**src/rtl/imm_pkg.sv**
```systemverilog
// ---------------------------------------------------------------------------
// imm_pkg
// Shared definitions for the immediate encoder and the core's immediate
// decode path: immediate format encoding, base opcodes used by the loader,
// and the request record held in the encoder's first pipeline stage.
// No ports (package).
// ---------------------------------------------------------------------------
package imm_pkg;

  // Immediate format selector; must stay identical to the decode path.
  typedef enum logic [2:0] {
    IMM_I = 3'b000,
    IMM_S = 3'b001,
    IMM_B = 3'b010,
    IMM_J = 3'b011,
    IMM_U = 3'b100
  } imm_src_e;

  localparam logic [6:0] OP_IMM    = 7'h13;
  localparam logic [6:0] OP_STORE  = 7'h23;
  localparam logic [6:0] OP_BRANCH = 7'h63;
  localparam logic [6:0] OP_JAL    = 7'h6F;
  localparam logic [6:0] OP_LUI    = 7'h37;

  // Stage-1 request. The selector stays a raw 3-bit field because illegal
  // codes must travel down the pipe. Only imm[31:0] is kept: the range check
  // has already consumed the upper bits and no format packs above bit 31.
  typedef struct packed {
    logic [2:0]  imm_source;
    logic [31:0] imm;
    logic        err;
    logic [6:0]  opcode;
    logic [4:0]  rd;
    logic [4:0]  rs1;
    logic [4:0]  rs2;
    logic [2:0]  funct3;
  } enc_req_t;

endpackage

```
**src/rtl/imm_range_check.sv**
```systemverilog
// ---------------------------------------------------------------------------
// imm_range_check
// Combinational check that a 64-bit signed immediate fits the chosen
// instruction format and meets its alignment rule.
// Ports:
//   imm_source  in  3   format selector (imm_src_e encoding)
//   immediate   in  64  signed immediate / byte offset
//   err         out 1   immediate not representable or selector illegal
// ---------------------------------------------------------------------------
module imm_range_check
  import imm_pkg::*;
(
  input  logic [2:0]  imm_source,
  input  logic [63:0] immediate,
  output logic        err
);

  // A value fits in N signed bits when every bit from N-1 upward is a copy
  // of the sign, i.e. the upper slice is all ones or all zeros.
  logic fits_12;
  logic fits_13;
  logic fits_21;
  logic fits_32;

  assign fits_12 = (&immediate[63:11]) | ~(|immediate[63:11]);
  assign fits_13 = (&immediate[63:12]) | ~(|immediate[63:12]);
  assign fits_21 = (&immediate[63:20]) | ~(|immediate[63:20]);
  assign fits_32 = (&immediate[63:31]) | ~(|immediate[63:31]);

  // B and J offsets are halfword aligned; U only carries the upper 20 bits,
  // so the low 12 must already be zero.
  always_comb begin
    err = 1'b1;
    case (imm_src_e'(imm_source))
      IMM_I, IMM_S: err = ~fits_12;
      IMM_B:        err = ~fits_13 | immediate[0];
      IMM_J:        err = ~fits_21 | immediate[0];
      IMM_U:        err = ~fits_32 | (|immediate[11:0]);
      default:      err = 1'b1;
    endcase
  end

endmodule

```
**src/rtl/imm_encoder.sv**
```systemverilog
// ---------------------------------------------------------------------------
// imm_encoder
// Two-stage pipelined RISC-V immediate encoder with valid/ready handshakes.
// S1 captures the request and its range/alignment verdict; S2 holds the
// packed instruction word until the consumer takes it.
// Ports:
//   clk, rst            clock / synchronous active-high reset
//   in_valid, in_ready  request handshake
//   imm_source          format selector (000 I, 001 S, 010 B, 011 J, 100 U)
//   immediate           64-bit signed immediate
//   opcode, rd, rs1, rs2, funct3   instruction fields
//   out_valid, out_ready           result handshake
//   instr, out_err      encoded word and its error flag
//   err_count           saturating count of accepted erroneous words
// ---------------------------------------------------------------------------
module imm_encoder
  import imm_pkg::*;
#(
  parameter int CNT_W = 16
) (
  input  logic             clk,
  input  logic             rst,
  input  logic             in_valid,
  output logic             in_ready,
  input  logic [2:0]       imm_source,
  input  logic [63:0]      immediate,
  input  logic [6:0]       opcode,
  input  logic [4:0]       rd,
  input  logic [4:0]       rs1,
  input  logic [4:0]       rs2,
  input  logic [2:0]       funct3,
  output logic             out_valid,
  input  logic             out_ready,
  output logic [31:0]      instr,
  output logic             out_err,
  output logic [CNT_W-1:0] err_count
);

  logic             s1_valid;
  enc_req_t         s1_req;
  logic             s2_valid;
  logic [31:0]      s2_instr;
  logic             s2_err;
  logic [CNT_W-1:0] err_cnt;

  logic             range_err;
  logic             s1_advance;
  enc_req_t         next_req;
  logic [31:0]      packed_word;

  imm_range_check u_range_check (
    .imm_source (imm_source),
    .immediate  (immediate),
    .err        (range_err)
  );

  // S1 may move on whenever S2 is empty or being drained this cycle, which
  // lets the pipe stream one word per cycle without bubbles.
  assign s1_advance = ~s2_valid | out_ready;
  assign in_ready   = ~s1_valid | s1_advance;

  always_comb begin
    next_req            = '0;
    next_req.imm_source = imm_source;
    next_req.imm        = immediate[31:0];
    next_req.err        = range_err;
    next_req.opcode     = opcode;
    next_req.rd         = rd;
    next_req.rs1        = rs1;
    next_req.rs2        = rs2;
    next_req.funct3     = funct3;
  end

  // Field packing; on a range error the truncated bits are still packed so
  // the loader sees what the hardware would actually execute.
  always_comb begin
    packed_word = 32'h0;
    case (imm_src_e'(s1_req.imm_source))
      IMM_I: packed_word = {s1_req.imm[11:0], s1_req.rs1, s1_req.funct3,
                            s1_req.rd, s1_req.opcode};
      IMM_S: packed_word = {s1_req.imm[11:5], s1_req.rs2, s1_req.rs1,
                            s1_req.funct3, s1_req.imm[4:0], s1_req.opcode};
      IMM_B: packed_word = {s1_req.imm[12], s1_req.imm[10:5], s1_req.rs2,
                            s1_req.rs1, s1_req.funct3, s1_req.imm[4:1],
                            s1_req.imm[11], s1_req.opcode};
      IMM_J: packed_word = {s1_req.imm[20], s1_req.imm[10:1], s1_req.imm[11],
                            s1_req.imm[19:12], s1_req.rd, s1_req.opcode};
      IMM_U: packed_word = {s1_req.imm[31:12], s1_req.rd, s1_req.opcode};
      default: packed_word = 32'h0;
    endcase
  end

  // S1: load on an accepted request, otherwise empty out once S2 has taken
  // the held request.
  always_ff @(posedge clk) begin
    if (rst) begin
      s1_valid <= 1'b0;
      s1_req   <= '0;
    end else if (in_valid && in_ready) begin
      s1_valid <= 1'b1;
      s1_req   <= next_req;
    end else if (s1_advance) begin
      s1_valid <= 1'b0;
    end
  end

  // S2: the word only changes when S2 is free to advance, so a stalled
  // output stays stable until the consumer accepts it.
  always_ff @(posedge clk) begin
    if (rst) begin
      s2_valid <= 1'b0;
      s2_instr <= 32'h0;
      s2_err   <= 1'b0;
    end else if (s1_advance) begin
      s2_valid <= s1_valid;
      if (s1_valid) begin
        s2_instr <= packed_word;
        s2_err   <= s1_req.err;
      end
    end
  end

  // Count erroneous words as they are handed over, sticking at all-ones.
  always_ff @(posedge clk) begin
    if (rst) begin
      err_cnt <= '0;
    end else if (s2_valid && out_ready && s2_err && (err_cnt != {CNT_W{1'b1}})) begin
      err_cnt <= err_cnt + CNT_W'(1);
    end
  end

  assign out_valid = s2_valid;
  assign instr     = s2_instr;
  assign out_err   = s2_err;
  assign err_count = err_cnt;

endmodule

```
**config.mk**
```make
export PLATFORM = sky130hd
export DESIGN_NAME = imm_encoder
export DESIGN_NICKNAME = d
export VERILOG_FILES = /design/src/rtl/imm_pkg.sv /design/src/rtl/imm_range_check.sv /design/src/rtl/imm_encoder.sv
export SDC_FILE = /design/constraint.sdc
export NUM_CORES = 1
export LEC_CHECK = 0
export CAP_MARGIN = 30
export CORE_AREA = 2 2 143 103
export DETAILED_ROUTE_END_ITERATION = 16
export DIE_AREA = 0 0 145 105
export SLEW_MARGIN = 15
export SYNTH_ARGS = -nofsm -noshare
export SYNTH_HDL_FRONTEND = slang
export SYNTH_SLANG_ARGS = --single-unit
```
**constraint.sdc**
```tcl
create_clock -name clk -period 2.2 [get_ports clk]
set_input_delay 0.55 -clock clk [delete_from_list [all_inputs] [get_ports clk]]
set_output_delay 0.55 -clock clk [all_outputs]
set_load 0.01 [all_outputs]
```
==> results.toml <==
[final_layout]
multi_input_area_um2 = 2400
regArea_um2 = 2240
nFillCells = 1310
final_cell_area_um2 = 6890
diodes = 0
nets = 848
drive_above_1_share_pct = 7.80
fin_util_pct = 50.1
area_growth_pct = 45.1

[critical_path]
rrSetupSlack_ps = 290
startpoint = "immediate[60]"
cp-endpoint = "s1_req[25]$_SDFFE_PP0P_"
reg2reg_from = "err_count[6]$_SDFFE_PP0P_"
critPathKind = "input pin to flop"
crit-reg2reg-capture = "err_count[5]$_SDFFE_PP0P_"
start_kind = "input pin"
cp-end-kind = "flop"
worstPathRequired_ps = 2410
cp.arrival_ps = 2350
r2r_cells = 7
cp_slowest_cell = "or3_4"
crit_path_cell_trace = "clkdlybuf4s50_1 -> nor4_1 -> nand4_1 -> or3_4 -> nor3_4 -> o21ai_0 -> a21oi_1 -> a311oi_2"
cp_max_fo = 3
cp_slowest_stage_delay_ps = 430

[sta]
maxSlewHeadroom_pct = 66.8
rsz0062_at_grt = "no"
tightest_slew_ps = 494
layout_setup_ws_ps = 60.6
slew_violations = 0
final.setup_skew_ps = 6.54
fin_crit_sh_pct = 97.2
setup_viol = 0
period_needed_ps = 2140
fmax_ghz = 0.467
hold_violations = 0
holdWs_ps = 457

[clocking]
clkTransAtPathRegs_ps = 70
cts.sinks = 112
htreeDepth = 3
root_buffer = "clkbuf_16"
cts_tree = "built"
postCtsHoldBufs = 0
clock_path_buffers = 2
clk_latency_ps = 350
cts_inserted_buffers = 9

[global_route]
overflow = 0
grt_pass1_vias = 4407
track_usage_pct = 18.9
grt_pass1_wl_mm = 23.1
grt_max_degree = 113
antenna_found_initial = 0

[detailed_routing]
via_per_inst = 5.08
drt_iter0_drc = 329
dr.pass1.iters = 5
vias = 4805
ant_nets = 0
wl_per_cell_um = 15.5
wl_mm = 14.7
route.detailed.drc = 0

[floorplan]
rows = 36
dieArea_um2 = 15200
die_y_um = 105
fp.dieW_um = 145
core_um2 = 13700
io_pins = 147
start_util_pct = 34.5

[power_and_ir_drop]
vdd_drop_max_mv = 0.320
switching_share_pct = 24.8
combPwrFrac_pct = 14.5
p_int_mw = 3.37
switching_power_mw = 1.11
pwr-share-clk_pct = 36.8
p_per_area_nw_per_um2 = 651
p_leak_nw = 2.52
pwr-share-seq_pct = 48.8

[run_status]
status = "finished clean"

[synthesis]
synth.avg_cell_area_um2 = 7.79
ys.flop_type = "dfxtp_1"
synth-seq-area-share_pct = 47.3
syn-num-nets = 706
async_flop_share_pct = 0
ys.warnings.count = 0
yosys.area.top_type = "dfxtp_1"
synth.area.top_cells = "dfxtp_1, nand2_1, a21oi_1, nor2_1, nor3_1"
netlist_area_um2 = 4740
synth.distinct_cells = 41
synth.most_common_cell = "nand2_1"
netlist.area_leader.share_pct = 47.3
synthCells = 609
synth_common_cells = "nand2_1, dfxtp_1, a21oi_1, nor2_1, clkbuf_1"
synth_edf_count = 0
synth-seq-cells = 112

[place]
post-place-ws_ps = -349
dpl_cell_area_um2 = 6510
gp_congestion = 0.801
io_buffers = 146
hpwlAfterDp_mm = 10.7

[min_path]
hold_path.class = "flop to flop"
min_from = "s1_req[19]$_SDFFE_PP0P_"

[flow_run]
cap_violations = 0
logic make-up (layout without fill, tap and decap cells):
logic type,after synthesis,after routing,share of synthesized area [%]
compound gates,123,123,15.9
xor+xnor,17,17,3.14
fa+ha+maj,1,1,0.264
buf+inv,42,189,3.43
flops,112,112,47.3
mux,6,6,1.27
simple gates,308,308,28.7
what timing repair did:
item                       in CTS  in global routing
setup buffers                   0                  0
gates resized for setup         3                 14
gates cloned                    0                  0
setup endpoints to repair       2                  1
pin swaps                       0                  7
through the flow:
stage | setup TNS (ps) | std cells | power [mW]
4_1_cts | 0 | 945 | 4.51
3_3_place_gp | -2820 | 929 | 2.86
3_5_place_dp | -3670 | 929 | 2.87
5_1_grt | 0 | 946 | 4.69
2_1_floorplan | 0 | 609 | 2.49
6_report | 0 | 946 | 4.48
worst max-delay path, delay by kind of cell:
kind                   cells  cell delay (ps)
AO/OA/AOI/OAI              3              380
buffers and inverters      1              420
AND/OR/NAND/NOR            4              990
per-layer routing:
metal | GRT usage (%) | share of wire [%]
met5 | 0 | 0
met4 | 3.96 | 0.88
met3 | 6.72 | 8.3
met2 | 28.2 | 43
met1 | 26.1 | 48
area by class of cell:
cell class | count | share of cell area, %
clock buffer | 11 | 3.53
sequential | 112 | 32.6
multi-input combinational | 455 | 34.8
clock inverter | 5 | 0.818
inverter | 4 | 0.218
timing repair buffer | 169 | 24.6
tap | 190 | 3.45
sequential cells by signal, summed over array words and instances (netlist names):
name and cells:
s1_valid 1, s1_req 61, err_count 16, out_valid 1
instr 32, out_err 1
worst min-delay path by stage:
stage / to / slack [ps] / cells after the start
global placement: s1_req[40]$_SDFFE_PP0P_ / 440 / 2
CTS: s1_req[21]$_SDFFE_PP0P_ / 460 / 2
finish: s1_req[19]$_SDFFE_PP0P_ / 460 / 2
floorplan: out_err$_SDFFE_PP0P_ / 430 / 2
global route: s1_req[48]$_SDFFE_PP0P_ / 470 / 2
detailed placement: s1_req[21]$_SDFFE_PP0P_ / 450 / 2
cell usage in the layout (no fill, tap or decap), types with 2 or more instances in the layout:
cell               n
a211oi_1           8
a21oi_1           73
a221oi_1          10
a22oi_1           13
and2_1             2
and3_1             4
buf_12             4
buf_4             20
clkbuf_16          9
clkdlybuf4s50_1  138
clkinv_2           2
dfxtp_1          112
dlymetal6s2s_1     6
inv_1              3
mux2i_1            6
nand2_1          153
nand3_1           12
nand4_1           17
nor2_1            68
nor3_1            23
nor4_1             9
nor4_2             7
o21ai_0           10
xnor2_1            6
xor2_1            11
power groups by stage:
stage	logic, mW	registers (mW)	clock network [mW]
floorplan	0.264	2.23	0
global placement	0.631	2.23	0
detailed placement	0.641	2.23	0
CTS	0.644	2.19	1.68
global route	0.704	2.20	1.79
finish	0.649	2.19	1.65
Note: power is estimated with default switching activity, not from simulation.
